==> config.mk <==
export PLATFORM = sky130hd
export DESIGN_NAME = regfile_wb_arbiter
export DESIGN_NICKNAME = d
export VERILOG_FILES = /design/src/rtl/regfile_wb_arbiter.sv
export SDC_FILE = /design/constraint.sdc
export NUM_CORES = 1
export LEC_CHECK = 0
export CAP_MARGIN = 20
export CORE_ASPECT_RATIO = 1.2
export CORE_MARGIN = 2
export CORE_UTILIZATION = 35
export CTS_CLUSTER_SIZE = 10
export DETAILED_ROUTE_END_ITERATION = 16
export GPL_ROUTABILITY_DRIVEN = 1
export MAX_ROUTING_LAYER = met4
export PLACE_DENSITY = 0.71
export REMOVE_ABC_BUFFERS = 1
export SETUP_SLACK_MARGIN = 0.5
export SLEW_MARGIN = 30
export SYNTH_ARGS = -nofsm -noshare
export SYNTH_HDL_FRONTEND = slang
export SYNTH_SLANG_ARGS = --single-unit
export TNS_END_PERCENT = 1
==> constraint.sdc <==
create_clock -name clk -period 3.1 [get_ports clk]
set_input_delay 0.62 -clock clk [delete_from_list [all_inputs] [get_ports clk]]
set_output_delay 0.62 -clock clk [all_outputs]
set_load 0.1 [all_outputs]
==> src/rtl/regfile_wb_arbiter.sv <==
// Round-robin arbiter for the register file's single write port, shared by EX and MEM writeback,
// plus a per-register scoreboard of outstanding loads that feeds decode's RAW-hazard stall.
module regfile_wb_arbiter #(
  parameter int DATA_W = 32,
  parameter int NREG   = 32,
  parameter int SEL_W  = 5
) (
  input  logic              clk,
  input  logic              rst,
  input  logic              ex_valid,
  output logic              ex_ready,
  input  logic [SEL_W-1:0]  ex_rd,
  input  logic [DATA_W-1:0] ex_data,
  input  logic              mem_valid,
  output logic              mem_ready,
  input  logic [SEL_W-1:0]  mem_rd,
  input  logic [DATA_W-1:0] mem_data,
  input  logic              pend_set,
  input  logic [SEL_W-1:0]  pend_rd,
  input  logic [SEL_W-1:0]  rs1_q,
  input  logic [SEL_W-1:0]  rs2_q,
  output logic              rs1_busy,
  output logic              rs2_busy,
  output logic              rd_w,
  output logic [SEL_W-1:0]  rd_sel,
  output logic [DATA_W-1:0] rd_in,
  output logic              idle
);

  typedef enum logic {
    GRANT_EX  = 1'b0,
    GRANT_MEM = 1'b1
  } grant_e;

  grant_e            last_grant_reg;
  grant_e            last_grant_next;
  logic              grant_ex;
  logic              grant_mem;
  logic              any_grant;
  logic [SEL_W-1:0]  win_rd;
  logic [DATA_W-1:0] win_data;
  logic [NREG-1:0]   pending_reg;
  logic [NREG-1:0]   pending_next;
  logic              rd_w_reg;
  logic [SEL_W-1:0]  rd_sel_reg;
  logic [DATA_W-1:0] rd_in_reg;

  // A tie goes to whichever requester was not served last.
  always_comb begin
    grant_ex        = ex_valid;
    grant_mem       = mem_valid;
    last_grant_next = last_grant_reg;
    if (ex_valid && mem_valid) begin
      grant_ex  = (last_grant_reg == GRANT_MEM);
      grant_mem = (last_grant_reg == GRANT_EX);
    end
    if (grant_ex) begin
      last_grant_next = GRANT_EX;
    end else if (grant_mem) begin
      last_grant_next = GRANT_MEM;
    end
  end

  assign any_grant = grant_ex || grant_mem;
  assign win_rd    = grant_mem ? mem_rd : ex_rd;
  assign win_data  = grant_mem ? mem_data : ex_data;
  assign ex_ready  = grant_ex;
  assign mem_ready = grant_mem;

  // A load issued to the same register the MEM writeback is retiring supersedes the clear.
  assign pending_next[0] = 1'b0;
  genvar gi;
  generate
    for (gi = 1; gi < NREG; gi++) begin : g_pend
      logic set_hit;
      logic clr_hit;
      assign set_hit = pend_set && (pend_rd == SEL_W'(gi));
      assign clr_hit = grant_mem && (mem_rd == SEL_W'(gi));
      assign pending_next[gi] = set_hit || (pending_reg[gi] && !clr_hit);
    end
  endgenerate

  // A register being written back this cycle stays busy until the write lands in the output register.
  assign rs1_busy = (rs1_q != '0) && (pending_reg[rs1_q] || (grant_mem && (mem_rd == rs1_q)));
  assign rs2_busy = (rs2_q != '0) && (pending_reg[rs2_q] || (grant_mem && (mem_rd == rs2_q)));

  always_ff @(posedge clk or posedge rst) begin
    if (rst) begin
      last_grant_reg <= GRANT_MEM;
      pending_reg    <= '0;
      rd_w_reg       <= 1'b0;
      rd_sel_reg     <= '0;
      rd_in_reg      <= '0;
    end else begin
      last_grant_reg <= last_grant_next;
      pending_reg    <= pending_next;
      rd_w_reg       <= any_grant && (win_rd != '0);
      if (any_grant) begin
        rd_sel_reg <= win_rd;
        rd_in_reg  <= win_data;
      end
    end
  end

  assign rd_w   = rd_w_reg;
  assign rd_sel = rd_sel_reg;
  assign rd_in  = rd_in_reg;
  assign idle   = (pending_reg == '0) && !rd_w_reg;

endmodule

==> flow_summary.json, run 1 <==
{
  "min_period_ns": 2.91,
  "ys_top_cells_by_area": "dfrtp_1 46%, o21ai_0 7.4%, nor2_1 7.3%",
  "synth_cell_types": 37,
  "clk_pin_slew_ns": 0.05,
  "outcome": "finished, final reports clean",
  "rrSetupSlack_ns": 1.32,
  "fmax_mhz": 344,
  "reg2reg_to": "pending_reg[13]$_DFF_PP0_",
  "dpl.hpwl_um": 9460,
  "whs_path_depth": 2,
  "layout_setup_ws_ns": 0.193,
  "area_growth_pct": 52.5,
  "ys_dominant_reg_cell": "dfrtp_1",
  "finalCritPeriodShare_pct": 93.8,
  "p_per_area_nw_per_um2": 626,
  "hold_class": "reg2reg",
  "max-vdd-ir-drop_mv": 0.329,
  "path_class": "in2out",
  "synthArstFlopShare_pct": 100,
  "drt-pass1-iter-count": 5,
  "place_area_sq_um": 5340,
  "fin_util_pct": 54.5,
  "slew_viol_final": 0,
  "cp.required_ns": 2.48,
  "die_height_um": 117,
  "total_power_mw": 3.57,
  "io_pins": 137,
  "crit_path_max_fanout": 4,
  "max_cap_violations": 0,
  "dieArea_sq_um": 11500,
  "grt_pass1_vias": 3627,
  "grt_first_pass_wirelength_um": 18600,
  "worstSkewPairLatency_ns": 0.33,
  "core_area_sq_um": 10500,
  "cts_buffer_depth": 2,
  "drt_iter0_markers": 139,
  "finClkSkew_ns": 0.00508,
  "routedWlPerCell_um": 18.1,
  "h-tree-depth": 3,
  "synth_area_sq_um": 3740,
  "setup_violations": 0,
  "gp_congestion": 0.994,
  "grt_max_degree": 71,
  "synth-seq-area-share_pct": 46.9,
  "synth-seq-cells": 70,
  "leakagePower_nw": 2.34,
  "design_area_sq_um": 5710,
  "vias": 3662,
  "nNetsFinal": 631,
  "tightest_slew_ns": 0.549,
  "drt-total-wl_um": 12200,
  "gr-usage-all-layers_pct": 21.6,
  "pre_cts_ws_ns": -0.312,
  "largest_register_ffs": 32,
  "slew_headroom_pct": 63.4,
  "initial_core_util_pct": 35.7,
  "cts-root-buf": "clkbuf_16",
  "numClockSinks": 70,
  "syn_area_per_cell_sq_um": 9.74,
  "hold_end": "rd_in[6]$_DFFE_PP0P_",
  "reg2regPathDepth": 6,
  "fin_hold_ws_ns": 0.514,
  "yosys.area.top_type": "dfrtp_1",
  "yosys.area.top_type_share_pct": 46.2,
  "placementRows": 41,
  "route.detailed.drc": 0,
  "tritoncts": "done",
  "antenna_found_initial": 1,
  "numCtsBuffers": 9,
  "rsz0062_at_grt": "yes",
  "synth-edff-count": 0,
  "dp_cells": 652,
  "worst_ep_arrival_time_ns": 2.29,
  "postRouteAntennaNets": 0,
  "grt-ovfl-total": 0,
  "yosys_warnings": 0,
  "die_x_um": 98.4,
  "worstSetupStartpointType": "input pin",
  "synthCells": 384,
  "n_fill_cell": 926,
  "stdcell_count": 672,
  "viasPerCell": 5.45,
  "min_from": "rd_in[6]$_DFFE_PP0P_",
  "final_layout_size_suffix_gt1_share_pct": 24.0,
  "tns_ns": 0,
  "reg2reg_from": "last_grant_reg$_DFFE_PP1P_",
  "hold_viol_final": 0,
  "portBuffers": 136,
  "worstSetupEndpointType": "output pin",
  "cts_hold_buf": 0
}
==> worst max-delay path by stage <==
stage                   start       end  slack (ns)  cells after the start
CTS                  rs2_q[0]  rs2_busy        0.17                      7
floorplan           mem_valid  rs1_busy       -1.80                      6
detailed placement   rs2_q[0]  rs2_busy       -0.31                      7
finish              mem_valid  rs2_busy        0.19                      7
global placement     rs2_q[0]  rs2_busy       -0.29                      7
global route        mem_valid  rs2_busy        0.16                      7
==> final cells by class <==
cell class                 instances  area, sq um  area share [%]
multi-input combinational        284         1920            33.7
sequential                        70         1750            30.7
antenna                            1         2.50          0.0439
inverter                           6         22.5           0.395
clock buffer                      13          270            4.74
clock inverter                     3         17.5           0.307
timing repair buffer             166         1560            27.3
tap                              129          161            2.83
==> layout by cell type (no fill, tap or decap), drive strengths merged, types with 4 or more instances in the layout <==
master / Yosys / layout
nor4: 9 / 9
o21ai: 55 / 55
nand4: 6 / 6
or2: 7 / 7
nand2: 21 / 21
clkbuf: 19 / 13
xnor2: 8 / 8
o31ai: 6 / 6
nor3: 5 / 5
dfrtp: 69 / 69
nor2b: 6 / 6
inv: 6 / 6
nand2b: 8 / 8
mux2i: 10 / 10
o22ai: 33 / 33
dlygate4sd2: 0 / 10
clkdlybuf4s50: 0 / 80
nor2: 73 / 73
mux4: 16 / 16
buf: 5 / 75
mux2: 4 / 4
==> power by group <==
| group | internal, mW | switching, mW | total (mW) |
|---|---|---|---|
| Sequential | 1.08 | 0.172 | 1.26 |
| Combinational | 0.485 | 0.862 | 1.35 |
| Clock | 0.604 | 0.366 | 0.970 |
==> logic make-up (layout without fill, tap and decap cells) <==
group / count (synthesis) / in the layout / synth area share [%]
AO/OA/AOI/OAI: 105 / 105 / 16.5
AND/OR/NAND/NOR: 140 / 140 / 17.1
multiplexers: 30 / 30 / 14.1
flip-flops: 70 / 70 / 46.9
other: 0 / 1 / 0
buffers and inverters: 30 / 188 / 3.34
XOR/XNOR: 9 / 9 / 2.11
==> cells in the mapped netlist (all sizes together) (5+ instances only) <==
cell type and number:
nand2 21, clkbuf 19, nor2 73, buf 5, nand2b 8, or2 7
nand4 6, nor2b 6, mux2i 10, o21ai 55, inv 6, nor4 9
mux4 16, dfrtp 69, xnor2 8, o22ai 33, nor3 5, o31ai 6
==> worst max-delay path: stages <==
cell             delay [ns]
clkdlybuf4s50_1        0.50
a21bo_2                0.28
nor3_4                 0.25
buf_4                  0.16
nor3_4                 0.04
a31oi_4                0.23
buf_16                 0.20
==> layer usage <==
| metal | wire length [um] | global-route usage, % | up-vias | part of all wire (%) |
|---|---|---|---|---|
| li1 | - | - | 1704 | - |
| met1 | 4840 | 24.1 | 1763 | 40 |
| met2 | 6110 | 37.2 | 178 | 50 |
| met3 | 986 | 6.12 | 17 | 8.1 |
| met4 | 229 | 7.76 | 0 | 1.9 |
| met5 | 0 | - | - | 0 |
==> repair_timing <==
item,4_1_cts,5_1_grt
pin swaps,8,2
gates resized for setup,40,8
setup endpoints to repair,2,2
setup buffers,3,0
(Power assumes the default switching activity.)
==> run 2, diff against run 1 <==
Settings changed: PLACE_DENSITY 0.71 to 0.74.
Clock period 3.1 ns to 2.54 ns, I/O delays scaled along.
==> flow_summary.json, run 2 (same netlist as run 1, synthesis figures left out) <==
{
  "routedWlPerCell_um": 18.7,
  "mostFrequentLayoutCells": "81 x buf_4, 78 x clkdlybuf4s50_1, 72 x nor2_1",
  "postRouteAntennaNets": 0,
  "grt_max_degree": 37,
  "outcome": "finished, violations left",
  "nNetsFinal": 655,
  "max-vdd-ir-drop_mv": 0.469,
  "h-tree-depth": 3,
  "die_height_um": 117,
  "route.detailed.drc": 0,
  "grt_first_pass_wirelength_um": 20300,
  "core_area_sq_um": 10500,
  "numClockSinks": 70,
  "tightest_slew_ns": 0.553,
  "dpl.hpwl_um": 9500,
  "worstSetupStartpointType": "register",
  "reg2reg_to": "pending_reg[18]$_DFF_PP0_",
  "gp_congestion": 0.956,
  "cts-root-buf": "clkbuf_16",
  "dieArea_sq_um": 11500,
  "design_area_sq_um": 6020,
  "setup_violations": 2,
  "max_cap_violations": 0,
  "fin_util_pct": 57.5,
  "largest_register_ffs": 32,
  "drt_iter0_markers": 192,
  "finalCritPeriodShare_pct": 105,
  "viasPerCell": 5.55,
  "slew_viol_final": 0,
  "n_fill_cell": 897,
  "rrSetupSlack_ns": 0.84,
  "total_power_mw": 4.62,
  "hold_viol_final": 0,
  "tns_ns": -0.220,
  "antenna_found_initial": 1,
  "crit_path_max_fanout": 4,
  "crit_end": "rs2_busy",
  "pre_cts_ws_ns": -0.649,
  "grt-ovfl-total": 0,
  "cts_hold_buf": 0,
  "grt_pass1_vias": 3861,
  "vias": 3864,
  "reg2reg_from": "last_grant_reg$_DFFE_PP1P_",
  "fin_hold_ws_ns": 0.507,
  "portBuffers": 136,
  "drt-total-wl_um": 13000,
  "initial_core_util_pct": 35.7,
  "rsz0062_at_grt": "yes",
  "place_area_sq_um": 5410,
  "slew_headroom_pct": 63.1,
  "startpoint": "pending_reg[22]$_DFF_PP0_",
  "finClkSkew_ns": 0.00571,
  "leakagePower_nw": 2.53,
  "worst_ep_arrival_time_ns": 2.17,
  "io_pins": 137,
  "fmax_mhz": 373,
  "final_layout_size_suffix_gt1_share_pct": 28.4,
  "clk_pin_slew_ns": 0.06,
  "hold_class": "in2async",
  "numCtsBuffers": 9,
  "cp.required_ns": 2.03,
  "reg2regPathDepth": 7,
  "min_period_ns": 2.68,
  "area_growth_pct": 60.8,
  "path_class": "reg2out",
  "drt-pass1-iter-count": 4,
  "worstSkewPairLatency_ns": 0.33,
  "worstSetupEndpointType": "output pin",
  "stdcell_count": 696,
  "tritoncts": "done",
  "gr-usage-all-layers_pct": 23.5,
  "layout_setup_ws_ns": -0.138,
  "dp_cells": 660,
  "mostFrequentLayoutCell": "buf_4",
  "cts_buffer_depth": 2,
  "violations": "setup timing",
  "placementRows": 41,
  "p_per_area_nw_per_um2": 768,
  "die_x_um": 98.4
}
==> run 2: cell types whose count changed in the layout (fill, tap and decap cells not counted), moves of 2 or more <==
| cell | delta |
|---|---|
| clkdlybuf4s50_1 | -2 |
| buf_12 | +2 |
| buf_6 | +5 |
| nor4_1 | -3 |
| o21ai_4 | +2 |
| nor4_2 | +2 |
| buf_4 | +17 |
| dlymetal6s2s_1 | +5 |
| o21ai_1 | -2 |
| dlygate4sd2_1 | -3 |
==> run 2: report_power, final <==
group / internal, mW / total [mW] / switching, mW
Clock: 0.812 / 1.25 / 0.440
Sequential: 1.32 / 1.52 / 0.196
Combinational: 0.701 / 1.85 / 1.15
==> run 2: worst min-delay path by stage <==
stage,startpoint,end,slack [ns],cells past startpoint
2_1_floorplan,pending_reg[18]$_DFF_PP0_,pending_reg[18]$_DFF_PP0_,0.50,2
3_5_place_dp,rd_in[21]$_DFFE_PP0P_,rd_in[21]$_DFFE_PP0P_,0.50,2
6_report,rst,rd_in[30]$_DFFE_PP0P_,0.51,2
3_3_place_gp,rd_in[21]$_DFFE_PP0P_,rd_in[21]$_DFFE_PP0P_,0.50,2
4_1_cts,rst,rd_in[30]$_DFFE_PP0P_,0.52,2
5_1_grt,rd_in[21]$_DFFE_PP0P_,rd_in[21]$_DFFE_PP0P_,0.53,2
==> run 2: what timing repair did <==
item / in CTS / in global routing
resized for setup: 49 / 17
pin swaps: 11 / 12
cloned: 1 / 0
endpoints found under the setup margin: 12 / 4
buffers inserted: 10 / 8
==> run 2: final cells by class <==
class                   count  area [sq um]  share of cell area, %
multi-input cells         284          1990                   33.0
clock inverters             3          42.5                  0.707
clock buffers              13           260                   4.33
diodes                      1          2.50                 0.0416
inverters                   6          22.5                  0.374
flip-flops and latches     70          1750                   29.2
repair buffers            190          1780                   29.7
well taps                 129           161                   2.68
==> run 2: per-layer routing <==
metal  up-vias  track usage (%)  share of wire [%]
met5         -                -                  0
met4         0             9.22                3.4
met3        37             6.71                 10
met2       247             40.2                 49
met1      1814             26.3                 37
li1       1766                -                  -
==> run 2: critical path, cell delays in order (launching register included) <==
cell     delay (ns)
dfrtp_1        0.44
mux4_2         0.48
mux4_2         0.50
nor3_4         0.16
a31oi_4        0.07
buf_12         0.19
